File: src/rtl/fpu_ss_pkg.sv
// Shared types for the FPU subsystem.
// Holds the FPR write-back source tag and the write-back payload struct.
package fpu_ss_pkg;

    localparam int unsigned FPR_FLEN = 32;

    typedef enum logic [1:0] {
        WbLsu = 2'd0,
        WbFpu = 2'd1,
        WbVec = 2'd2
    } wb_src_e;

    typedef struct packed {
        logic [4:0]          addr;
        logic [FPR_FLEN-1:0] data;
    } fpr_wb_t;

endpackage

File: src/rtl/fpu_ss_wb_fifo.sv
// Small FIFO of FPR write-back entries.
// Buffers LSU results that could not be written in their arrival cycle.
module fpu_ss_wb_fifo
    import fpu_ss_pkg::*;
#(
    parameter  int unsigned DEPTH = 2,
    localparam int unsigned CNT_W = $clog2(DEPTH + 1),
    localparam int unsigned PTR_W = (DEPTH > 1) ? $clog2(DEPTH) : 1
) (
    input  logic             clk_i,
    input  logic             rst_i,
    input  logic             push_i,
    input  logic             pop_i,
    input  fpr_wb_t          data_i,
    output fpr_wb_t          head_o,
    output logic [CNT_W-1:0] cnt_o
);

    fpr_wb_t          mem_q [DEPTH];
    logic [PTR_W-1:0] rd_q;
    logic [PTR_W-1:0] wr_q;
    logic [CNT_W-1:0] cnt_q;

    function automatic logic [PTR_W-1:0] ptr_next(input logic [PTR_W-1:0] p);
        return (p == PTR_W'(DEPTH - 1)) ? '0 : p + 1'b1;
    endfunction

    // Storage: no reset needed, occupancy tracking decides what is live.
    always_ff @(posedge clk_i) begin
        if (push_i) begin
            mem_q[wr_q] <= data_i;
        end
    end

    // Pointers and occupancy; simultaneous push and pop keep the count.
    always_ff @(posedge clk_i) begin
        if (rst_i) begin
            rd_q  <= '0;
            wr_q  <= '0;
            cnt_q <= '0;
        end else begin
            if (push_i) begin
                wr_q <= ptr_next(wr_q);
            end
            if (pop_i) begin
                rd_q <= ptr_next(rd_q);
            end
            if (push_i && !pop_i) begin
                cnt_q <= cnt_q + CNT_W'(1);
            end else if (!push_i && pop_i) begin
                cnt_q <= cnt_q - CNT_W'(1);
            end
        end
    end

    assign head_o = mem_q[rd_q];
    assign cnt_o  = cnt_q;

endmodule

File: src/rtl/fpu_ss_fpr_wb_arbiter.sv
// Single FPR write-port arbiter for LSU, FPnew and vector-unit results.
// LSU has priority; a starvation limiter occasionally yields to FPU/VEC.
module fpu_ss_fpr_wb_arbiter
    import fpu_ss_pkg::*;
#(
    parameter  int unsigned FLEN          = FPR_FLEN,
    parameter  int unsigned LSU_BUF_DEPTH = 2,
    parameter  int unsigned STARVE_LIMIT  = 4,
    localparam int unsigned CNT_W         = $clog2(LSU_BUF_DEPTH + 1)
) (
    input  logic             clk_i,
    input  logic             rst_i,
    input  logic             lsu_valid_i,
    input  logic [4:0]       lsu_addr_i,
    input  logic [FLEN-1:0]  lsu_data_i,
    input  logic             fpu_valid_i,
    output logic             fpu_ready_o,
    input  logic [4:0]       fpu_addr_i,
    input  logic [FLEN-1:0]  fpu_data_i,
    input  logic             vec_valid_i,
    output logic             vec_ready_o,
    input  logic [4:0]       vec_addr_i,
    input  logic [FLEN-1:0]  vec_data_i,
    output logic             fpr_we_o,
    output logic [4:0]       fpr_waddr_o,
    output logic [FLEN-1:0]  fpr_wdata_o,
    output logic [1:0]       fpr_wsrc_o,
    output logic [CNT_W-1:0] lsu_buf_cnt_o
);

    localparam int unsigned SC_W = $clog2(STARVE_LIMIT + 1);

    logic [SC_W-1:0]  starve_q;
    wb_src_e          rr_q;
    logic [CNT_W-1:0] cnt;
    fpr_wb_t          head;
    fpr_wb_t          lsu_entry;

    logic lsu_pend;
    logic oth_pend;
    logic yield;
    logic lsu_gnt;
    logic oth_gnt;
    logic pop;
    logic byp;
    logic push;
    logic fpu_gnt;
    logic vec_gnt;

    assign lsu_entry.addr = lsu_addr_i;
    assign lsu_entry.data = lsu_data_i;

    // Grant selection: LSU class first unless the limiter forces a yield.
    always_comb begin
        lsu_pend = lsu_valid_i | (cnt != '0);
        oth_pend = fpu_valid_i | vec_valid_i;
        yield    = oth_pend
                 & (starve_q == SC_W'(STARVE_LIMIT))
                 & (cnt < CNT_W'(LSU_BUF_DEPTH));
        lsu_gnt  = lsu_pend & ~yield;
        oth_gnt  = ~lsu_gnt & oth_pend;
        pop      = lsu_gnt & (cnt != '0);
        byp      = lsu_gnt & (cnt == '0);
        push     = lsu_valid_i & ~byp;
        fpu_gnt  = oth_gnt & fpu_valid_i & (~vec_valid_i | (rr_q == WbFpu));
        vec_gnt  = oth_gnt & ~fpu_gnt;
    end

    fpu_ss_wb_fifo #(
        .DEPTH (LSU_BUF_DEPTH)
    ) u_fifo (
        .clk_i  (clk_i),
        .rst_i  (rst_i),
        .push_i (push),
        .pop_i  (pop),
        .data_i (lsu_entry),
        .head_o (head),
        .cnt_o  (cnt)
    );

    // Write-port mux driven by the one-hot grant.
    always_comb begin
        fpr_we_o    = 1'b0;
        fpr_waddr_o = '0;
        fpr_wdata_o = '0;
        fpr_wsrc_o  = WbLsu;
        unique case (1'b1)
            pop: begin
                fpr_we_o    = 1'b1;
                fpr_waddr_o = head.addr;
                fpr_wdata_o = head.data;
            end
            byp: begin
                fpr_we_o    = 1'b1;
                fpr_waddr_o = lsu_addr_i;
                fpr_wdata_o = lsu_data_i;
            end
            fpu_gnt: begin
                fpr_we_o    = 1'b1;
                fpr_waddr_o = fpu_addr_i;
                fpr_wdata_o = fpu_data_i;
                fpr_wsrc_o  = WbFpu;
            end
            vec_gnt: begin
                fpr_we_o    = 1'b1;
                fpr_waddr_o = vec_addr_i;
                fpr_wdata_o = vec_data_i;
                fpr_wsrc_o  = WbVec;
            end
            default: ;
        endcase
    end

    assign fpu_ready_o   = fpu_gnt;
    assign vec_ready_o   = vec_gnt;
    assign lsu_buf_cnt_o = cnt;

    // Starvation counter and FPU/VEC round-robin pointer.
    always_ff @(posedge clk_i) begin
        if (rst_i) begin
            starve_q <= '0;
            rr_q     <= WbFpu;
        end else begin
            if (!oth_pend || oth_gnt) begin
                starve_q <= '0;
            end else if (lsu_gnt && (starve_q != SC_W'(STARVE_LIMIT))) begin
                starve_q <= starve_q + SC_W'(1);
            end
            if (fpu_gnt) begin
                rr_q <= WbVec;
            end else if (vec_gnt) begin
                rr_q <= WbFpu;
            end
        end
    end

    // A full FIFO always forces an LSU-class pop, so it can never overflow.
    a_no_overflow: assert property (
        @(posedge clk_i) disable iff (rst_i)
        !(push && !pop && (cnt == CNT_W'(LSU_BUF_DEPTH)))
    );

endmodule

File: config.mk
export PLATFORM = sky130hd
export DESIGN_NAME = fpu_ss_fpr_wb_arbiter
export DESIGN_NICKNAME = d
export VERILOG_FILES = /design/src/rtl/fpu_ss_pkg.sv /design/src/rtl/fpu_ss_wb_fifo.sv /design/src/rtl/fpu_ss_fpr_wb_arbiter.sv
export SDC_FILE = /design/constraint.sdc
export NUM_CORES = 1
export LEC_CHECK = 0
export ABC_AREA = 0
export BUFFER_PORTS_ARGS = -buffer_cell sky130_fd_sc_hd__buf_4
export CAP_MARGIN = 5
export CORE_UTILIZATION = 25
export CTS_BUF_LIST = sky130_fd_sc_hd__clkbuf_8 sky130_fd_sc_hd__clkbuf_16
export DETAILED_ROUTE_END_ITERATION = 10
export SYNTH_ARGS = -nofsm -noshare
export SYNTH_HDL_FRONTEND = slang
export SYNTH_SLANG_ARGS = --single-unit
File: constraint.sdc
create_clock -name clk_i -period 3.9 [get_ports clk_i]
set_clock_uncertainty 0.05 [all_clocks]
set_input_delay 0 -clock clk_i [delete_from_list [all_inputs] [get_ports clk_i]]
set_output_delay 0 -clock clk_i [all_outputs]
set_load 0.01 [all_outputs]
==> impl_results.rst, run 1 <==
.. list-table::
   :header-rows: 1

   * - Metric
     - Value
   * - Outcome
     - finished, final reports clean
   * - Vias after detailed routing
     - 4877
   * - Average detailed-routed wire length per instance
     - 18.9 um
   * - Number of design-rule violations left by the first detailed-router iteration
     - 250
   * - Post-place setup slack
     - 1.25 ns
   * - Kind of end point of the critical path
     - flip-flop
   * - Post-detail-place hpwl
     - 10800 um
   * - Slew Limit Headroom
     - 0.247
   * - Residual DRC
     - 0
   * - Via density
     - 5.22
   * - Overall global routing resource usage
     - 0.156
   * - CTS HTree Levels
     - 3
   * - CTS tree
     - built
   * - Post-synthesis cell area
     - 5510 um2
   * - Biggest fanout along the worst timing path
     - 77
   * - Number of top-level pins
     - 160
   * - Antenna diode count
     - 0
   * - Crit path setup slack, layout
     - 1.22 ns
   * - Initial antenna violation count
     - 0
   * - Number of maximum-capacitance constraint violations
     - 0
   * - Total negative setup slack
     - 0 ns
   * - Most area-hungry cell type in the Yosys netlist
     - sky130_fd_sc_hd__edfxtp_1
   * - Power, Total
     - 4450 uW
   * - Yosys top cell area share
     - 0.403
   * - Die Area
     - 22600 um2
   * - Final-report max-slew violation count
     - 0
   * - Critical Path Most Common Cell
     - sky130_fd_sc_hd__ha_1
   * - Leading post-synthesis cells by cell area
     - sky130_fd_sc_hd__edfxtp_1 40%, sky130_fd_sc_hd__nand4_1 8.4%, sky130_fd_sc_hd__mux2_2 8.0%
   * - Count of mapped cells out of synthesis
     - 513
   * - Synthesized net count
     - 632
   * - Mean instance size in the synthesized netlist
     - 10.7 um2
   * - Via count of the first global-routing pass
     - 4795
   * - RSZ-0062 raised after global routing
     - no
   * - Clock buffer depth
     - 2
   * - Kind of cell adding the most delay to the critical path
     - buffers and inverters
   * - Number of buffers and inverters on the critical path
     - 2
   * - Worst-Skew Late Latency
     - 0.34 ns
   * - Data arrival at the endpoint of the critical path
     - 2.90 ns
   * - Start point of the worst min-delay path
     - lsu_valid_i
   * - Total setup violations reported at the end of the flow
     - 0
   * - First-pass DRT Iterations
     - 4
   * - Total power divided by cell area
     - 594 nW/um2
   * - Proportion of layout cells with a drive suffix above 1
     - 0.356
   * - Number of nets at the end of the flow
     - 774
   * - Max rail drop VDD
     - 0.000350 V
   * - Hold Slack
     - 0.166 ns
   * - Worst Hold Class
     - input pin to flip-flop
   * - CORE AREA
     - 21300 um2
   * - Pin count of the biggest net entering global routing
     - 85
   * - Sequential share of the synthesized area
     - 0.440
   * - Crit Path Category
     - flip-flop to flip-flop
   * - Synth async-reset ratio
     - 0
   * - Reg-to-reg critical path startpoint
     - starve_q[0]
   * - Sum of overflow across all layers after global routing
     - 0
   * - Port-buffer cells
     - 159
   * - Fmax achieved
     - 372 MHz
   * - Post-layout minimum cycle time
     - 2.68 ns
   * - Synth unique cells
     - 43
   * - Ordered list of cells on the worst path
     - inv_1, ha_1, o211ai_4, buf_4, a21oi_2, ha_1, or3_1, a21oi_1
   * - Global-route wire length before repair
     - 26900 um
   * - Sink Count
     - 84
   * - Clock transition at the registers of the reported paths
     - 0.07 ns
   * - Slowest stage delay, CP
     - 0.67 ns
   * - Slew at the pin closest to its max-slew limit
     - 1.13 ns
   * - Chip Width
     - 150 um
   * - Initial core utilization
     - 0.259
   * - Synthesis-to-finish area growth
     - 35.8%
   * - Clock buffers created by TritonCTS
     - 9
   * - Count of flip-flops with a built-in enable after synthesis
     - 74
   * - Final routed wirelength across all metal layers
     - 17700 um
   * - Slowest stage cell, crit path
     - sky130_fd_sc_hd__buf_4
   * - Row count
     - 53
   * - Hold Vio Cnt, Final
     - 0
   * - Lkg Pwr
     - 0.00281 uW
   * - Weighted congestion reported at the end of routability-driven placement
     - 0.702
   * - Critical path launch point
     - starve_q[0]
   * - Final cycle utilization of the critical path
     - 0.688
   * - Flop and latch count out of synthesis
     - 84
   * - Data required time at the worst endpoint
     - 4.11 ns
   * - CTS Root Cell
     - sky130_fd_sc_hd__clkbuf_16
   * - Height of the die
     - 150 um
   * - Count of warnings emitted by yosys
     - 0
   * - Commonest register cell after synthesis
     - sky130_fd_sc_hd__edfxtp_1
   * - Remaining number of nets flagged by the antenna check after routing
     - 0
   * - Crit start category
     - flip-flop
[cell type report]
class                           count  area (um2)
Sequential cell                    84        2430
Clock buffer                        9         225
Fill cell                        2127       13800
Multi-Input combinational cell    352        2760
Tap cell                          275         344
Clock inverter                      7        80.1
Inverter                            4        15.0
Timing Repair Buffer              204        1630
[cells in the mapped netlist, types with 2 or more instances]
master	number
sky130_fd_sc_hd__mux2_2	39
sky130_fd_sc_hd__ha_1	3
sky130_fd_sc_hd__or4b_1	37
sky130_fd_sc_hd__nor2b_1	5
sky130_fd_sc_hd__nand2_1	41
sky130_fd_sc_hd__nor2_1	8
sky130_fd_sc_hd__a21oi_1	2
sky130_fd_sc_hd__o31ai_1	3
sky130_fd_sc_hd__inv_1	4
sky130_fd_sc_hd__o21ai_0	3
sky130_fd_sc_hd__clkbuf_1	36
sky130_fd_sc_hd__buf_2	27
sky130_fd_sc_hd__o221ai_1	37
sky130_fd_sc_hd__nand4_1	74
sky130_fd_sc_hd__buf_6	5
sky130_fd_sc_hd__edfxtp_1	74
sky130_fd_sc_hd__xor2_1	2
sky130_fd_sc_hd__dfxtp_1	10
sky130_fd_sc_hd__buf_1	4
sky130_fd_sc_hd__and3b_1	37
sky130_fd_sc_hd__o211ai_1	37
sky130_fd_sc_hd__nor4_1	3
sky130_fd_sc_hd__nand3b_1	2
[power by group]
| part | switching, uW | internal, uW | total, uW | leakage [uW] |
|---|---|---|---|---|
| clock | 369 | 505 | 874 | 0.000143 |
| sequential | 182 | 1160 | 1340 | 0.000759 |
| combinational | 1190 | 1040 | 2230 | 0.00191 |
[path summary, 6_finish.rpt]
check | end | slack, ns | cells past startpoint
worst max register to register | u_fifo.cnt_o[1] | 1.22 | 8
worst min register to register | starve_q[1] | 0.51 | 2
worst max-delay path | u_fifo.cnt_o[1] | 1.22 | 8
worst min-delay path | u_fifo.wr_q | 0.17 | 4
[state kept, by name (all words and copies together) (netlist names), named ones only]
name	count
u_fifo.mem_q	74
starve_q	3
rr_q	2
u_fifo.cnt_o	2
u_fifo.rd_q	1
u_fifo.wr_q	1
[metal layers]
layer,up-vias,part of all wire,GRT usage
met5,-,0,0
met4,0,0.0060,0.0389
met3,8,0.058,0.0324
met2,168,0.48,0.252
met1,2318,0.45,0.212
li1,2383,-,-
[cells by family after synthesis]
logic type | share of synthesized area
xor+xnor | 0.00477
buf+inv | 0.0661
mux | 0.0815
simple gates | 0.265
flops | 0.440
fa+ha+maj | 0.00681
compound gates | 0.136
[stage by stage]
step                utilization  std cells  cell area [um2]
finish                    0.351        935             7480
global route              0.351        935             7480
CTS                       0.351        935             7480
detailed placement        0.319        881             6800
global placement          0.319        881             6800
floorplan                     -        513             5510
[tightest hold or removal path: stages]
cell and delay (ns):
sky130_fd_sc_hd__buf_4 0.14, sky130_fd_sc_hd__nand2b_1 0.08, sky130_fd_sc_hd__o31ai_1 0.21, sky130_fd_sc_hd__a311o_1 0.10
[cells in the final DEF, fill, tap and decap left out, types with 2 or more instances in the layout]
cell type	netlist	routed
sky130_fd_sc_hd__dlygate4sd3_1	0	38
sky130_fd_sc_hd__nor2_1	8	6
sky130_fd_sc_hd__o221ai_1	37	37
sky130_fd_sc_hd__clkbuf_16	0	9
sky130_fd_sc_hd__nor2_4	0	2
sky130_fd_sc_hd__mux2_2	39	39
sky130_fd_sc_hd__xor2_1	2	2
sky130_fd_sc_hd__clkinvlp_4	0	2
sky130_fd_sc_hd__o211ai_1	37	37
sky130_fd_sc_hd__nand2_1	41	41
sky130_fd_sc_hd__or2_2	1	2
sky130_fd_sc_hd__dfxtp_1	10	8
sky130_fd_sc_hd__and3b_1	37	37
sky130_fd_sc_hd__ha_1	3	3
sky130_fd_sc_hd__nor4_1	3	3
sky130_fd_sc_hd__o21ai_0	3	3
sky130_fd_sc_hd__nand4_1	74	74
sky130_fd_sc_hd__or4b_1	37	37
sky130_fd_sc_hd__buf_4	1	166
sky130_fd_sc_hd__o31ai_1	3	3
sky130_fd_sc_hd__nor2b_1	5	3
sky130_fd_sc_hd__nor2b_4	0	2
sky130_fd_sc_hd__inv_1	4	3
sky130_fd_sc_hd__edfxtp_1	74	74
sky130_fd_sc_hd__inv_6	0	4
sky130_fd_sc_hd__a21oi_1	2	2
sky130_fd_sc_hd__nand3b_1	2	2
[what timing repair did]
item,in CTS,in global routing
hold endpoints to repair,81,0
buffers inserted,0,0
gates resized for setup,0,0
hold buffers,38,0
(Power assumes the default switching activity.)
==> run 2: changes to the inputs <==
==> constraint.sdc (replaced) <==
create_clock -name clk_i -period 2.6 [get_ports clk_i]
set_clock_uncertainty 0.05 [all_clocks]
set_input_delay 0 -clock clk_i [delete_from_list [all_inputs] [get_ports clk_i]]
set_output_delay 0 -clock clk_i [all_outputs]
set_load 0.01 [all_outputs]
==> impl_results.rst, run 2 (synthesized netlist as in run 1, its figures left out) <==
.. list-table::
   :header-rows: 1

   * - Metric
     - Value
   * - Clock transition at the registers of the reported paths
     - 0.05 ns (-0.02 ns)
   * - CTS HTree Levels
     - 3 (unchanged)
   * - Final-report max-slew violation count
     - 0 (unchanged)
   * - Most used cells in the layout excluding fill and tap cells
     - 181 x sky130_fd_sc_hd__buf_4, 74 x sky130_fd_sc_hd__nand4_1, 74 x sky130_fd_sc_hd__edfxtp_1
   * - Overall global routing resource usage
     - 0.154 (-0.00284)
   * - Count of filler cells inserted in the layout
     - 2164 (+1.7%)
   * - Chip Width
     - 150 um (unchanged)
   * - Slew at the pin closest to its max-slew limit
     - 0.838 ns (-0.287 ns)
   * - Fmax achieved
     - 421 MHz
   * - CTS Root Cell
     - sky130_fd_sc_hd__clkbuf_16
   * - Number of buffers and inverters on the critical path
     - 3 (+1)
   * - Reg-to-reg critical path startpoint
     - starve_q[0]
   * - Clock buffers created by TritonCTS
     - 9 (unchanged)
   * - Number of flip-flops in the largest register
     - 74 (unchanged)
   * - Number of nets at the end of the flow
     - 792 (+2.3%)
   * - Start point of the worst min-delay path
     - lsu_valid_i
   * - Initial core utilization
     - 0.259 (unchanged)
   * - Slew Limit Headroom
     - 0.441 (+0.194)
   * - Sink Count
     - 84 (unchanged)
   * - Sum of overflow across all layers after global routing
     - 0 (unchanged)
   * - Initial antenna violation count
     - 0 (unchanged)
   * - Vias after detailed routing
     - 5079 (+4.1%)
   * - CTS tree
     - built
   * - Total negative setup slack
     - 0 ns (unchanged)
   * - Post-layout minimum cycle time
     - 2.38 ns
   * - WL met3
     - 1190 um (+17%)
   * - Worst Hold Endpoint
     - u_fifo.wr_q
   * - CORE AREA
     - 21300 um2 (unchanged)
   * - Number of design-rule violations left by the first detailed-router iteration
     - 288 (+15%)
   * - Pin count of the biggest net entering global routing
     - 66 (-22%)
   * - Number of maximum-capacitance constraint violations
     - 0 (unchanged)
   * - Lkg Pwr
     - 0.00294 uW (+4.6%)
   * - Number of stages on the worst hold path
     - 4 (unchanged)
   * - Data arrival at the endpoint of the critical path
     - 2.33 ns (-0.57 ns)
   * - First-pass DRT Iterations
     - 5 (+1)
   * - Switching portion of total power
     - 0.381 (-0.0102)
   * - Slowest stage cell, crit path
     - sky130_fd_sc_hd__a2bb2oi_4
   * - Clock buffer depth
     - 2 (unchanged)
   * - Kind of end point of the critical path
     - output pin
   * - Synthesis-to-finish area growth
     - 38.6%
   * - Number of top-level pins
     - 160 (unchanged)
   * - Outcome
     - finished, final reports clean
   * - Top reg by flops
     - u_fifo.mem_q
   * - Residual DRC
     - 0 (unchanged)
   * - Design internal power
     - 4170 uW (+54%)
   * - Via density
     - 5.33 (+2.2%)
   * - Ordered list of cells on the worst path
     - inv_1, ha_1, a2bb2oi_4, buf_4, or4b_1, nand4_1, buf_4
   * - Power dissipated by switching net loads
     - 2580 uW (+48%)
   * - Data required time at the worst endpoint
     - 2.55 ns (-1.56 ns)
   * - Height of the die
     - 150 um (unchanged)
   * - Proportion of power drawn by the clock network
     - 0.182 (-0.015)
   * - Proportion of layout cells with a drive suffix above 1
     - 0.366 (+0.00972)
   * - Kind of cell adding the most delay to the critical path
     - buffers and inverters
   * - Average detailed-routed wire length per instance
     - 18.8 um (-0.52%)
   * - Die Area
     - 22600 um2 (unchanged)
   * - Worst-case reg-to-reg path depth
     - 7 (-1)
   * - Post_cts resized
     - 0 (unchanged)
   * - RSZ-0062 raised after global routing
     - no
   * - Crit start category
     - flip-flop
   * - Slowest stage delay, CP
     - 0.52 ns (-0.15 ns)
   * - Via count of the first global-routing pass
     - 4796 (+0.021%)
   * - Buffers inserted during post-CTS setup optimization
     - 0 (unchanged)
   * - Top routing layer in use
     - met4
   * - Leading cell type in the layout, fill and taps excluded
     - sky130_fd_sc_hd__buf_4
   * - Hold Vio Cnt, Final
     - 0 (unchanged)
   * - Relative contribution of combinational cells to total power
     - 0.537 (+0.034)
   * - Row count
     - 53 (unchanged)
   * - Global-route wire length before repair
     - 26400 um (-1.9%)
   * - Registers with the most flip-flops
     - u_fifo.mem_q: 74 flops, starve_q: 3 flops
   * - Max rail drop VDD
     - 0.000605 V (+73%)
   * - Core Util, Final
     - 0.359 (+0.00735)
   * - Setup slack, reg-to-reg
     - 0.45 ns (-0.77 ns)
   * - Routed met1 length
     - 7960 um (-0.61%)
   * - Remaining number of nets flagged by the antenna check after routing
     - 0 (unchanged)
   * - Total setup violations reported at the end of the flow
     - 0 (unchanged)
   * - Biggest fanout along the worst timing path
     - 20 (-74%)
   * - Antenna diode count
     - 0 (unchanged)
   * - Crit Path Category
     - flip-flop to output pin
   * - Weighted congestion reported at the end of routability-driven placement
     - 0.711 (+1.3%)
   * - Worst Hold Class
     - input pin to flip-flop
   * - Worst-Skew Late Latency
     - 0.34 ns (about the same)
   * - Reg2Reg Capture Point
     - u_fifo.cnt_o[1]
   * - Routed length on met2
     - 8610 um (+0.62%)
   * - Sequential power share
     - 0.280 (-0.021)
   * - Critical Path Most Common Cell
     - sky130_fd_sc_hd__buf_4
   * - Final cycle utilization of the critical path
     - 0.914
   * - Port-buffer cells
     - 159 (unchanged)
   * - Total power divided by cell area
     - 884 nW/um2 (+49%)
   * - Post-detail-place hpwl
     - 12100 um (+11%)
   * - Final routed wirelength across all metal layers
     - 17900 um (+1.4%)
-- run 2: cell types whose count changed in the layout (fill, tap and decap cells not counted), moves of 2 or more --
cell,before,now
sky130_fd_sc_hd__buf_4,166,181
sky130_fd_sc_hd__inv_1,3,8
sky130_fd_sc_hd__inv_6,4,0
sky130_fd_sc_hd__buf_12,0,3
sky130_fd_sc_hd__clkinvlp_4,2,0
-- run 2: worst max path at each step --
stage / start / to / slack, ns / depth (start not counted)
after floorplan: starve_q[0] / u_fifo.mem_q[0][0] / 0.03 / 5
after global placement: starve_q[0] / u_fifo.mem_q[0][5] / 0.52 / 6
after detailed placement: starve_q[0] / u_fifo.cnt_o[1] / 0.49 / 7
after CTS: starve_q[0] / fpr_wdata_o[4] / 0.18 / 7
after global routing: starve_q[0] / fpr_wdata_o[4] / 0.12 / 7
final: starve_q[0] / fpr_wdata_o[4] / 0.22 / 7
-- run 2: area by class of cell --
cell class                 instances  area [um2]  share of cell area
clock buffer                      10         239              0.0313
clock inverter                     6        50.0             0.00655
inverter                           4        15.0             0.00197
multi-input combinational        352        2760               0.362
sequential                        84        2430               0.318
tap                              275         344              0.0450
timing repair buffer             222        1800               0.236
-- run 2: power by group through the flow --
stage / logic [uW] / clock network [uW] / registers (uW)
finish: 3630 / 1230 / 1890
global route: 3910 / 1310 / 1920
CTS: 3660 / 1270 / 1890
detailed placement: 3610 / 0 / 1920
global placement: 3600 / 0 / 1910
floorplan: 2230 / 0 / 1820
-- run 2: worst reg2reg max path: cells and delay by family, from the launching register on --
kind | cells | cell delay [ns]
adders and majority gates | 2 | 0.66
AOI/OAI and AO/OA | 3 | 0.63
and+or+nand+nor | 1 | 0.35
DFF | 1 | 0.33
buffers and inverters | 1 | 0.06
-- run 2: routing by layer --
layer	vias to the layer above	global-route usage
met5	-	0
met4	0	0.0480
met3	12	0.0255
met2	189	0.251
met1	2472	0.206
li1	2406	-
-- run 2: what timing repair did --
action,CTS,global route
hold buffers,38,0
endpoints found under the hold margin,81,0
endpoints found under the setup margin,0,0
-- run 2: stage by stage --
stage | hold slack [ns] | power [uW] | cells | cell area [um2] | setup WS (ns)
after floorplan | 0.0489 | 4050 | 513 | 5510 | 0.0342
after global placement | 0.145 | 5510 | 899 | 6970 | 0.523
after detailed placement | 0.150 | 5530 | 899 | 6970 | 0.492
after CTS | 0.162 | 6820 | 953 | 7640 | 0.184
after global routing | 0.219 | 7140 | 953 | 7640 | 0.120
final | 0.183 | 6750 | 953 | 7640 | 0.223
==> run 3: changes to the inputs <==
--- a/config.mk
+++ b/config.mk
@@ -8,9 +8,10 @@
 export ABC_AREA = 0
 export BUFFER_PORTS_ARGS = -buffer_cell sky130_fd_sc_hd__buf_4
 export CAP_MARGIN = 5
-export CORE_UTILIZATION = 25
+export CORE_UTILIZATION = 53
 export CTS_BUF_LIST = sky130_fd_sc_hd__clkbuf_8 sky130_fd_sc_hd__clkbuf_16
 export DETAILED_ROUTE_END_ITERATION = 10
+export PLACE_DENSITY = 0.81
 export SYNTH_ARGS = -nofsm -noshare
 export SYNTH_HDL_FRONTEND = slang
 export SYNTH_SLANG_ARGS = --single-unit
==> impl_results.rst, run 3 (synthesized netlist as in run 1, its figures left out) <==
.. list-table::
   :header-rows: 1

   * - Metric
     - Value
   * - Synthesis-to-finish area growth
     - 31.4%
   * - Clock buffers created by TritonCTS
     - 9 (unchanged)
   * - Slowest stage delay, CP
     - 0.65 ns (+0.13 ns)
   * - Initial antenna violation count
     - 0 (unchanged)
   * - Buffers inserted during post-CTS setup optimization
     - 0 (unchanged)
   * - Power dissipated by switching net loads
     - 2500 uW (-2.9%)
   * - Worst-case reg-to-reg path depth
     - 7 (unchanged)
   * - Clock buffer depth
     - 2 (unchanged)
   * - Slew at the pin closest to its max-slew limit
     - 1.07 ns (+0.232 ns)
   * - Ordered list of cells on the worst path
     - or2_1, buf_4, nand4_1, nand4_1, buf_4
   * - Number of design-rule violations left by the first detailed-router iteration
     - 481 (+67%)
   * - Number of nets at the end of the flow
     - 785 (-0.88%)
   * - Port-buffer cells
     - 159 (unchanged)
   * - CTS tree
     - built
   * - CTS Root Cell
     - sky130_fd_sc_hd__clkbuf_8
   * - Weighted congestion reported at the end of routability-driven placement
     - 0.794 (+12%)
   * - Clock transition at the registers of the reported paths
     - 0.08 ns (+0.03 ns)
   * - Worst-Skew Late Latency
     - 0.35 ns (about the same)
   * - Storage cell area
     - 2430 um2 (unchanged)
   * - First-pass DRT Iterations
     - 5 (unchanged)
   * - Slew Limit Headroom
     - 0.284 (-0.157)
   * - Final-report max-slew violation count
     - 0 (unchanged)
   * - Design internal power
     - 3680 uW (-12%)
   * - Total setup violations reported at the end of the flow
     - 0 (unchanged)
   * - Hold Vio Cnt, Final
     - 0 (unchanged)
   * - Pin count of the biggest net entering global routing
     - 91 (+38%)
   * - Number of stages on the worst hold path
     - 4 (unchanged)
   * - Total negative setup slack
     - 0 ns (unchanged)
   * - CORE AREA
     - 9910 um2 (-53%)
   * - Setup slack, reg-to-reg
     - 0.45 ns (about the same)
   * - Average detailed-routed wire length per instance
     - 20.9 um (+11%)
   * - Proportion of power drawn by the clock network
     - 0.121 (-0.061)
   * - Initial core utilization
     - 0.556 (+0.297)
   * - Number of maximum-capacitance constraint violations
     - 0 (unchanged)
   * - Number of top-level pins
     - 160 (unchanged)
   * - Registers with the most flip-flops
     - u_fifo.mem_q: 74 flops, starve_q: 3 flops
   * - Row count
     - 36 (-32%)
   * - Sink Count
     - 84 (unchanged)
   * - Biggest fanout along the worst timing path
     - 16 (-20%)
   * - Proportion of layout cells with a drive suffix above 1
     - 0.357 (-0.00853)
   * - Slowest stage cell, crit path
     - sky130_fd_sc_hd__dfxtp_1
   * - Number of flip-flops in the largest register
     - 74 (unchanged)
   * - Count of filler cells inserted in the layout
     - 726 (-66%)
   * - Reg2Reg Capture Point
     - u_fifo.cnt_o[1]
   * - Crit Path Category
     - flip-flop to output pin
   * - Total power divided by cell area
     - 854 nW/um2 (-3.4%)
   * - Global-route wire length before repair
     - 26400 um (+0.13%)
   * - Final routed wirelength across all metal layers
     - 16800 um (-6.5%)
   * - Data arrival at the endpoint of the critical path
     - 2.39 ns (+0.06 ns)
   * - Worst Hold Class
     - input pin to flip-flop
   * - Post-layout minimum cycle time
     - 2.44 ns (+0.0659 ns)
   * - CTS HTree Levels
     - 3 (unchanged)
   * - Switching portion of total power
     - 0.405 (+0.0231)
   * - Remaining number of nets flagged by the antenna check after routing
     - 0 (unchanged)
   * - Worst Hold Endpoint
     - u_fifo.wr_q
   * - Post-detail-place hpwl
     - 10300 um (-15%)
   * - Height of the die
     - 104 um (-31%)
   * - Leading cell type in the layout, fill and taps excluded
     - sky130_fd_sc_hd__buf_4
   * - Die Area
     - 10800 um2 (-52%)
   * - Max rail drop VDD
     - 0.00118 V (+95%)
   * - Antenna diode count
     - 0 (unchanged)
   * - Vias after detailed routing
     - 5327 (+4.9%)
   * - Sequential power share
     - 0.317 (+0.037)
   * - Via density
     - 6.64 (+25%)
   * - Chip Width
     - 104 um (-31%)
   * - Kind of end point of the critical path
     - output pin
   * - Crit start category
     - flip-flop
   * - Fmax achieved
     - 409 MHz (-2.7%)
   * - Reg-to-reg critical path startpoint
     - starve_q[0]
   * - Via count of the first global-routing pass
     - 5247 (+9.4%)
   * - Sum of overflow across all layers after global routing
     - 0 (unchanged)
   * - Multi-input logic area
     - 2770 um2 (about the same)
   * - RSZ-0062 raised after global routing
     - no
   * - Data required time at the worst endpoint
     - 2.55 ns (about the same)
   * - Top reg by flops
     - u_fifo.mem_q
   * - Residual DRC
     - 0 (unchanged)
   * - Overall global routing resource usage
     - 0.305 (+0.152)
   * - Final cycle utilization of the critical path
     - 0.940 (+0.0253)
   * - Relative contribution of combinational cells to total power
     - 0.563 (+0.026)
   * - Outcome
     - finished, final reports clean
   * - Lkg Pwr
     - 0.00281 uW (-4.4%)
   * - Start point of the worst min-delay path
     - lsu_valid_i
   * - Hold Slack
     - 0.225 ns (+0.0419 ns)
   * - Most used cells in the layout excluding fill and tap cells
     - 176 x sky130_fd_sc_hd__buf_4, 74 x sky130_fd_sc_hd__nand4_1, 74 x sky130_fd_sc_hd__edfxtp_1
==> run 3: cell types whose count changed in the layout (fill, tap and decap cells not counted), sizes merged <==
| cell | delta |
|---|---|
| clkinvlp | +1 |
| clkinv | +2 |
| bufinv | -1 |
| buf | -7 |
| clkbuf | -1 |
| inv | -3 |
==> run 3: critical path, delay by kind of cell (launching register included) <==
| kind | cells | cell delay (ns) |
|---|---|---|
| buf+inv | 2 | 0.50 |
| flops | 1 | 0.65 |
| simple gates | 3 | 0.88 |
==> run 3: how the worst max path moves through the flow <==
stage	start	to	slack [ns]	cells after the start
6_report	u_fifo.cnt_o[0]	fpr_wdata_o[15]	0.16	5
5_1_grt	starve_q[0]	fpr_wdata_o[14]	0.05	6
4_1_cts	starve_q[0]	fpr_wdata_o[14]	0.13	6
3_5_place_dp	starve_q[0]	u_fifo.cnt_o[1]	0.43	7
3_3_place_gp	starve_q[0]	rr_q[0]	0.56	5
2_1_floorplan	starve_q[0]	u_fifo.mem_q[0][0]	0.03	5
==> run 3: cell type report <==
type / count / area share
tap: 133 / 0.0230
clock inverter: 5 / 0.00311
sequential: 84 / 0.335
multi-input combinational: 352 / 0.382
clock buffer: 9 / 0.0171
inverter: 4 / 0.00207
timing repair buffer: 215 / 0.238
==> run 3: per-layer routing <==
| layer | track usage | vias up | part of all wire |
|---|---|---|---|
| met4 | 0.109 | 0 | 0.016 |
| met5 | 0 | - | 0 |
| met3 | 0.0526 | 29 | 0.087 |
| met1 | 0.396 | 2581 | 0.39 |
| met2 | 0.513 | 318 | 0.51 |
| li1 | - | 2399 | - |
==> run 3: stage by stage <==
| step | setup slack [ns] | instances | cell area (um2) | utilization | power [uW] |
|---|---|---|---|---|---|
| after CTS | 0.129 | 802 | 7240 | 0.731 | 6140 |
| after floorplan | 0.0342 | 513 | 5510 | - | 4050 |
| after global routing | 0.0518 | 802 | 7240 | 0.731 | 6480 |
| after global placement | 0.559 | 750 | 6710 | 0.678 | 5290 |
| final | 0.157 | 802 | 7240 | 0.731 | 6180 |
| after detailed placement | 0.429 | 750 | 6710 | 0.678 | 5360 |
==> run 3: power by group through the flow <==
stage	clock network, uW	registers, uW	logic [uW]
2_1_floorplan	0	1820	2230
3_3_place_gp	0	1970	3320
3_5_place_dp	0	1980	3380
4_1_cts	748	1960	3440
5_1_grt	797	1980	3700
6_report	746	1960	3480
==> run 3: timing repair <==
action	4_1_cts	5_1_grt
setup endpoints to repair	0	6
hold endpoints to repair	81	0
hold buffers	38	0
gates resized for setup	0	1
